`config.mk`:
```
export PLATFORM = sky130hd
export DESIGN_NAME = fetch_stage
export DESIGN_NICKNAME = d
export VERILOG_FILES = /design/src/rtl/fetch_stage.sv
export SDC_FILE = /design/constraint.sdc
export NUM_CORES = 1
export LEC_CHECK = 0
export BUFFER_PORTS_ARGS = -buffer_cell sky130_fd_sc_hd__buf_4
export CAP_MARGIN = 10
export CORE_ASPECT_RATIO = 2
export CORE_MARGIN = 8
export CORE_UTILIZATION = 35
export DETAILED_ROUTE_END_ITERATION = 8
export GPL_ROUTABILITY_DRIVEN = 0
export GPL_TIMING_DRIVEN = 1
export PLACE_DENSITY = 0.61
export SLEW_MARGIN = 10
export SYNTH_ARGS = -nofsm -noshare
export SYNTH_HDL_FRONTEND = slang
export SYNTH_SLANG_ARGS = --single-unit
```
`constraint.sdc`:
```
create_clock -name CLK -period 1.9 [get_ports CLK]
set_input_delay 0.095 -clock CLK [delete_from_list [all_inputs] [get_ports CLK]]
set_output_delay 0.095 -clock CLK [all_outputs]
set_load 0.02 [all_outputs]
```
`src/rtl/fetch_stage.sv`:
```
// -----------------------------------------------------------------------------
// fetch_stage
//   Instruction-fetch stage of the RISC-V core. Owns the program counter,
//   drives the instruction-memory word address (Dir) and samples the returned
//   instruction into the IF/ID pipeline register. Handles sequential fetch,
//   stall, flush, control-flow redirect and a halt on EBREAK.
//
//   Optional feature macro: FETCH_MISALIGN_TRAP_EN
//     defined   : adds the Misalign output; a redirect to a target whose low
//                 two bits are non-zero halts fetch and raises Misalign.
//     undefined : no Misalign port; redirect targets are word-aligned by
//                 forcing bits [1:0] to zero.
// -----------------------------------------------------------------------------
module fetch_stage #(
  parameter logic [31:0] RESET_PC = 32'h0000_0000,
  parameter int          IMEM_AW  = 8
) (
  input  logic        CLK,
  input  logic        RST,
  output logic [31:0] Dir,
  input  logic [31:0] Inst_in,
  input  logic        Stall,
  input  logic        Flush,
  input  logic        Redirect,
  input  logic [31:0] Redirect_PC,
  output logic [31:0] Inst_out,
  output logic [31:0] PC_out,
  output logic [31:0] PC4_out,
  output logic        Valid_out,
  output logic        Halted
`ifdef FETCH_MISALIGN_TRAP_EN
  ,
  output logic        Misalign
`endif
);

  // Encodings the stage recognises or emits on its own.
  localparam logic [31:0] INSN_EBREAK = 32'h0010_0073;
  localparam logic [31:0] INSN_NOP    = 32'h0000_0013;
  localparam logic [31:0] PC_STEP     = 32'h0000_0004;

  // One-hot style two-bit encoding: any corrupted value is caught by the
  // default branch and steered back to RUN.
  typedef enum logic [1:0] {
    ST_RUN  = 2'b01,
    ST_HALT = 2'b10
  } state_e;

  state_e      state_q, state_d;
  logic [31:0] pc_q, pc_d;
  logic [31:0] inst_q, inst_d;
  logic [31:0] pc_out_q, pc_out_d;
  logic [31:0] pc4_out_q, pc4_out_d;
  logic        valid_q, valid_d;

  logic [31:0] pc_plus4_s;
  logic [31:0] redirect_tgt_s;
  logic        is_ebreak_s;
  logic        redirect_misaligned_s;

`ifdef FETCH_MISALIGN_TRAP_EN
  logic        misalign_q, misalign_d;
`endif

  // Sequential PC, modulo 2^32.
  assign pc_plus4_s  = pc_q + PC_STEP;
  assign is_ebreak_s = (Inst_in == INSN_EBREAK);

`ifdef FETCH_MISALIGN_TRAP_EN
  // Target is loaded verbatim; a misaligned one is trapped below.
  assign redirect_tgt_s        = Redirect_PC;
  assign redirect_misaligned_s = (Redirect_PC[1:0] != 2'b00);
`else
  // No trap available: silently word-align the target.
  assign redirect_tgt_s        = Redirect_PC & ~32'h0000_0003;
  assign redirect_misaligned_s = 1'b0;
`endif

  // Memory word address comes straight from the PC register only, so no
  // handshake input has a combinational path to Dir. Upper PC bits alias.
  assign Dir = {{(32-IMEM_AW){1'b0}}, pc_q[IMEM_AW+1:2]};

  // Next-state and IF/ID update logic; everything holds unless a case below
  // says otherwise.
  always_comb begin
    state_d   = state_q;
    pc_d      = pc_q;
    inst_d    = inst_q;
    pc_out_d  = pc_out_q;
    pc4_out_d = pc4_out_q;
    valid_d   = valid_q;
`ifdef FETCH_MISALIGN_TRAP_EN
    misalign_d = misalign_q;
`endif

    case (state_q)
      ST_RUN: begin
        if (Redirect) begin
          // Redirect wins over stall and flush; the old IF/ID contents
          // become a bubble but keep their data fields.
          pc_d    = redirect_tgt_s;
          valid_d = 1'b0;
          if (redirect_misaligned_s) begin
            state_d = ST_HALT;
          end else begin
            state_d = ST_RUN;
          end
`ifdef FETCH_MISALIGN_TRAP_EN
          misalign_d = redirect_misaligned_s;
`endif
        end else if (Stall) begin
          // Hold PC and IF/ID; a simultaneous flush still kills the entry.
          if (Flush) begin
            valid_d = 1'b0;
          end else begin
            valid_d = valid_q;
          end
        end else if (Flush) begin
          pc_d    = pc_plus4_s;
          valid_d = 1'b0;
        end else begin
          inst_d    = Inst_in;
          pc_out_d  = pc_q;
          pc4_out_d = pc_plus4_s;
          valid_d   = 1'b1;
          if (is_ebreak_s) begin
            // EBREAK is delivered, then fetch parks on its address.
            state_d = ST_HALT;
            pc_d    = pc_q;
          end else begin
            pc_d = pc_plus4_s;
          end
        end
      end

      ST_HALT: begin
        if (Redirect) begin
          pc_d    = redirect_tgt_s;
          valid_d = 1'b0;
          if (redirect_misaligned_s) begin
            state_d = ST_HALT;
          end else begin
            state_d = ST_RUN;
          end
`ifdef FETCH_MISALIGN_TRAP_EN
          misalign_d = redirect_misaligned_s;
`endif
        end else if (Stall) begin
          // Downstream still needs the halting instruction.
          if (Flush) begin
            valid_d = 1'b0;
          end else begin
            valid_d = valid_q;
          end
        end else begin
          // Halting instruction has been consumed; emit bubbles from now on.
          valid_d = 1'b0;
        end
      end

      default: begin
        // Illegal state encoding: recover to RUN with an empty IF/ID.
        state_d = ST_RUN;
        pc_d    = pc_q;
        valid_d = 1'b0;
      end
    endcase
  end

  // State, PC and IF/ID pipeline registers.
  always_ff @(posedge CLK or negedge RST) begin
    if (!RST) begin
      state_q   <= ST_RUN;
      pc_q      <= RESET_PC;
      inst_q    <= INSN_NOP;
      pc_out_q  <= 32'h0000_0000;
      pc4_out_q <= 32'h0000_0000;
      valid_q   <= 1'b0;
    end else begin
      state_q   <= state_d;
      pc_q      <= pc_d;
      inst_q    <= inst_d;
      pc_out_q  <= pc_out_d;
      pc4_out_q <= pc4_out_d;
      valid_q   <= valid_d;
    end
  end

`ifdef FETCH_MISALIGN_TRAP_EN
  // Sticky misaligned-redirect flag.
  always_ff @(posedge CLK or negedge RST) begin
    if (!RST) begin
      misalign_q <= 1'b0;
    end else begin
      misalign_q <= misalign_d;
    end
  end

  assign Misalign = misalign_q;
`endif

  // All outputs come directly from registers.
  assign Inst_out  = inst_q;
  assign PC_out    = pc_out_q;
  assign PC4_out   = pc4_out_q;
  assign Valid_out = valid_q;
  assign Halted    = (state_q == ST_HALT);

endmodule
```
==> impl_metrics.sql <==
INSERT INTO impl_metrics (metric_group, metric, value, unit) VALUES
('clock_network', 'worst_setup_hold_path_clk_slew', '60', 'ps'),
('pwr', 'share_seq_of_total_power', '34.9', '%'),
('job', 'timing.max_cap.violations', '0', ''),
('route', 'detailedRoute.firstIterationViolations', '302', ''),
('clock_network', 'cts_root_buf', 'sky130_fd_sc_hd__clkbuf_16', ''),
('placed_design', 'dp_hpwl', '15100', 'um'),
('pwr', 'p_per_area', '1050', 'mW/mm^2'),
('timing', 'fmax', '524', 'MHz'),
('synth', 'synth_top_area_cell', 'sky130_fd_sc_hd__dfrtp_1', ''),
('grt', 'grt_pass1_wl', '33400', 'um'),
('floorplan', 'die-area', '0.0231', 'mm^2'),
('floorplan', 'chipWidth', '112', 'um'),
('final_layout', 'num-nets-final', '912', ''),
('route', 'detail_route.wl_per_cell', '21.2', 'um'),
('floorplan', 'placement_rows', '70', ''),
('status', 'run_status', 'complete, but fails checks', ''),
('clock_network', 'numCtsBuffers', '17', ''),
('timing', 'timing.final.setup_violations', '1', ''),
('grt', 'grt_use_total', '18.3', '%'),
('final_layout', 'layout-area-overhead-vs-synth', '55.7', '%'),
('timing', 'timing.final.ws_setup', '-10.2', 'ps'),
('min_path', 'worstHoldPathType', 'input port to flip-flop', ''),
('timing', 'timing.final.crit_share', '101', '%'),
('timing', 'final-max-slew-violation-count', '0', ''),
('synth', 'part_of_the_yosys_area_used_for_sequential_elements', '49.0', '%'),
('route', 'via_count', '5617', ''),
('status', 'failed_checks', 'setup timing', ''),
('worst_setup_path', 'critPathMaxFanout', '6', ''),
('clock_network', 'htree_levels', '4', ''),
('worst_setup_path', 'critical-path-max-stage-delay', '550', 'ps'),
('pwr', 'comb_power_share', '32.4', '%'),
('synth', 'synth_top_flop_cell', 'sky130_fd_sc_hd__dfrtp_1', ''),
('floorplan', 'floorplan.die.height', '207', 'um'),
('final_layout', 'finalCoreUtilization', '54.9', '%'),
('synth', 'syn-instance-count', '578', ''),
('pwr', 'switching_share', '32.3', '%'),
('route', 'drt_first_pass_iters', '4', ''),
('placed_design', 'dp_cells', '961', ''),
('worst_setup_path', 'path_class', 'flip-flop to flip-flop', ''),
('worst_setup_path', 'cp.buffers_inverters', '4', ''),
('pwr', 'p_int', '7.05', 'mW'),
('timing', 'period_needed', '1910', 'ps'),
('pwr', 'ir_worst_vdd', '0.000629', 'V'),
('clock_network', 'worst_skew_pair.late_latency', '410', 'ps'),
('pwr', 'switching_power', '3.36', 'mW'),
('synth', 'synth_top_cell_area_share', '47.4', '%'),
('worst_setup_path', 'end_kind', 'flip-flop', ''),
('synth', 'yosys_warnings', '0', ''),
('pwr', 'total_power', '10.4', 'mW'),
('timing', 'rsz_0062_raised_after_global_routing', 'true', ''),
('clock_network', 'ctsLongestPathBuffers', '2', ''),
('timing', 'finClkSkew', '13.4', 'ps'),
('synth', 'synth-edff-count', '0', ''),
('final_layout', 'antenna_cells', '0', ''),
('synth', 'synthArstFlopShare', '100', '%'),
('grt', 'grt_max_degree', '43', ''),
('grt', 'vias_in_the_first_global_route', '6133', ''),
('worst_setup_path', 'critPathRequiredTime', '2180', 'ps'),
('floorplan', 'ios', '199', ''),
('synth', 'synth_cell_types', '53', ''),
('synth', 'postSynthRegisterBits', '125', ''),
('timing', 'relSlewSlack', '64.5', '%'),
('grt', 'grt_overflow_total', '0', ''),
('final_layout', 'drive_above_1_share', '49.1', '%'),
('worst_setup_path', 'startpoint_type', 'flip-flop', ''),
('clock_network', 'clock-sinks', '125', ''),
('synth', 'syn_avg_cell_area', '11.1', 'um^2'),
('route', 'finalWirelength', '22600', 'um'),
('timing', 'hold_viol', '0', ''),
('timing', 'max_slew.worst_pin.slew', '531', 'ps'),
('pwr', 'static-leakage-power', '4.36', 'nW');
[metal layers]
| layer | routed length [um] | track usage, % | up-vias |
|---|---|---|---|
| met5 | 0 | 0 | - |
| met3 | 1300 | 5.45 | 45 |
| met1 | 7810 | 16.9 | 2822 |
| met4 | 902 | 9.88 | 0 |
| li1 | - | - | 2546 |
| met2 | 12600 | 34.9 | 204 |
[per-stage QoR]
step / setup slack (ps) / setup TNS [ps] / area, um^2 / hold WS [ps]
6_report: -10.2 / -10.2 / 9950 / 9.40
3_3_place_gp: -147 / -2530 / 8030 / 63.8
5_1_grt: -56.6 / -380 / 9950 / 8.16
2_1_floorplan: -22.4 / -47.3 / 6500 / -201
4_1_cts: 0.759 / 0 / 9320 / 1.92
3_5_place_dp: -214 / -4740 / 8030 / 68.3
[final cells by class]
cell class	instances	area, um^2
clock inverter	10	136
fill	1544	8180
tap	216	270
sequential	125	3140
inverter	7	26.3
clock buffer	22	484
timing repair buffer	293	2720
multi-input combinational	396	3180
[synth_stat cells, types with 2 or more instances]
| cell type | number |
|---|---|
| sky130_fd_sc_hd__nor4b_4 | 2 |
| sky130_fd_sc_hd__and3_1 | 6 |
| sky130_fd_sc_hd__buf_6 | 4 |
| sky130_fd_sc_hd__dfstp_2 | 4 |
| sky130_fd_sc_hd__nor2_1 | 40 |
| sky130_fd_sc_hd__ha_1 | 3 |
| sky130_fd_sc_hd__a2bb2oi_1 | 4 |
| sky130_fd_sc_hd__nand4_1 | 16 |
| sky130_fd_sc_hd__a22oi_1 | 2 |
| sky130_fd_sc_hd__o22ai_1 | 20 |
| sky130_fd_sc_hd__buf_4 | 36 |
| sky130_fd_sc_hd__a2bb2oi_2 | 14 |
| sky130_fd_sc_hd__nor4_1 | 7 |
| sky130_fd_sc_hd__nand2_1 | 34 |
| sky130_fd_sc_hd__a211oi_2 | 3 |
| sky130_fd_sc_hd__nor4_4 | 4 |
| sky130_fd_sc_hd__inv_1 | 7 |
| sky130_fd_sc_hd__o21ai_0 | 20 |
| sky130_fd_sc_hd__a21oi_2 | 2 |
| sky130_fd_sc_hd__or3_1 | 2 |
| sky130_fd_sc_hd__a21oi_1 | 47 |
| sky130_fd_sc_hd__dfrtp_1 | 121 |
| sky130_fd_sc_hd__xor2_1 | 18 |
| sky130_fd_sc_hd__nand3_1 | 13 |
| sky130_fd_sc_hd__clkbuf_1 | 23 |
| sky130_fd_sc_hd__a31oi_1 | 2 |
| sky130_fd_sc_hd__mux2i_1 | 2 |
| sky130_fd_sc_hd__xnor2_1 | 10 |
| sky130_fd_sc_hd__a211oi_1 | 14 |
| sky130_fd_sc_hd__buf_2 | 13 |
| sky130_fd_sc_hd__mux2_2 | 63 |
[flip-flops by register name (all words and copies together), names as in the netlist]
signal and count:
Valid_out 1, PC4_out 30, PC_out 30, Inst_out 32, pc_q 30, state_q 2
[final timing paths]
kind	from	to	slack, ps	depth (start not counted)
setup / recovery	state_q[0]	pc_q[14]	-10	9
hold / removal	Redirect_PC[22]	pc_q[22]	9	3
setup reg to reg	state_q[0]	pc_q[14]	-10	9
hold reg to reg	PC_out[23]	PC_out[23]	510	1
max in group asynchronous	RST	PC4_out[14]	1070	3
min in group asynchronous	RST	PC_out[10]	160	2
[tightest hold or removal path, cell delays in order]
cell and delay (ps):
sky130_fd_sc_hd__buf_4 80, sky130_fd_sc_hd__o22ai_2 80, sky130_fd_sc_hd__a2bb2oi_2 120
[cell usage in the layout, fill, tap and decap left out, types with 7 or more instances in the layout]
cell type,count
sky130_fd_sc_hd__a211oi_1,7
sky130_fd_sc_hd__a211oi_2,10
sky130_fd_sc_hd__a2bb2oi_2,14
sky130_fd_sc_hd__buf_4,210
sky130_fd_sc_hd__nand3_1,12
sky130_fd_sc_hd__mux2_2,45
sky130_fd_sc_hd__nand2_1,33
sky130_fd_sc_hd__mux2_4,18
sky130_fd_sc_hd__buf_6,13
sky130_fd_sc_hd__nor2_1,38
sky130_fd_sc_hd__o22ai_1,13
sky130_fd_sc_hd__inv_1,7
sky130_fd_sc_hd__dlygate4sd3_1,44
sky130_fd_sc_hd__conb_1,28
sky130_fd_sc_hd__nand4_1,16
sky130_fd_sc_hd__xor2_1,17
sky130_fd_sc_hd__o21ai_0,17
sky130_fd_sc_hd__dfrtp_1,116
sky130_fd_sc_hd__xnor2_1,10
sky130_fd_sc_hd__buf_12,12
sky130_fd_sc_hd__a21oi_1,43
sky130_fd_sc_hd__o22ai_2,7
sky130_fd_sc_hd__clkbuf_16,23
[what timing repair did]
| action | in CTS | in global routing |
|---|---|---|
| buffers inserted | 5 | 14 |
| pin swaps | 2 | 15 |
| gates resized for setup | 13 | 79 |
| cloned | 4 | 10 |
| hold buffers | 45 | 0 |
| endpoints found under the setup margin | 68 | 86 |
| hold endpoints to repair | 103 | 0 |
[power by group through the flow]
| stage | Sequential, mW | Combinational (mW) | Clock [mW] |
|---|---|---|---|
| final | 3.63 | 3.38 | 3.40 |
| after global routing | 3.70 | 3.59 | 3.59 |
| after CTS | 3.61 | 3.18 | 3.47 |
| after detailed placement | 3.65 | 3.06 | 0 |
| after global placement | 3.62 | 3.00 | 0 |
| after floorplan | 4.17 | 1.13 | 0 |
[cells by family (layout without fill, tap and decap cells)]
kind of cell / Yosys count / after routing / share of synthesized area, %
other: 1 / 28 / 0.0587
xor gates and xnor gates: 28 / 28 / 3.84
muxes: 65 / 65 / 11.4
and+or+nand+nor: 138 / 139 / 12.6
AOI/OAI and AO/OA: 133 / 133 / 14.6
adders and majority gates: 3 / 3 / 0.587
DFF: 125 / 125 / 49.0
buffers and inverters: 85 / 332 / 7.85
Power figures use the tool's default switching activity.
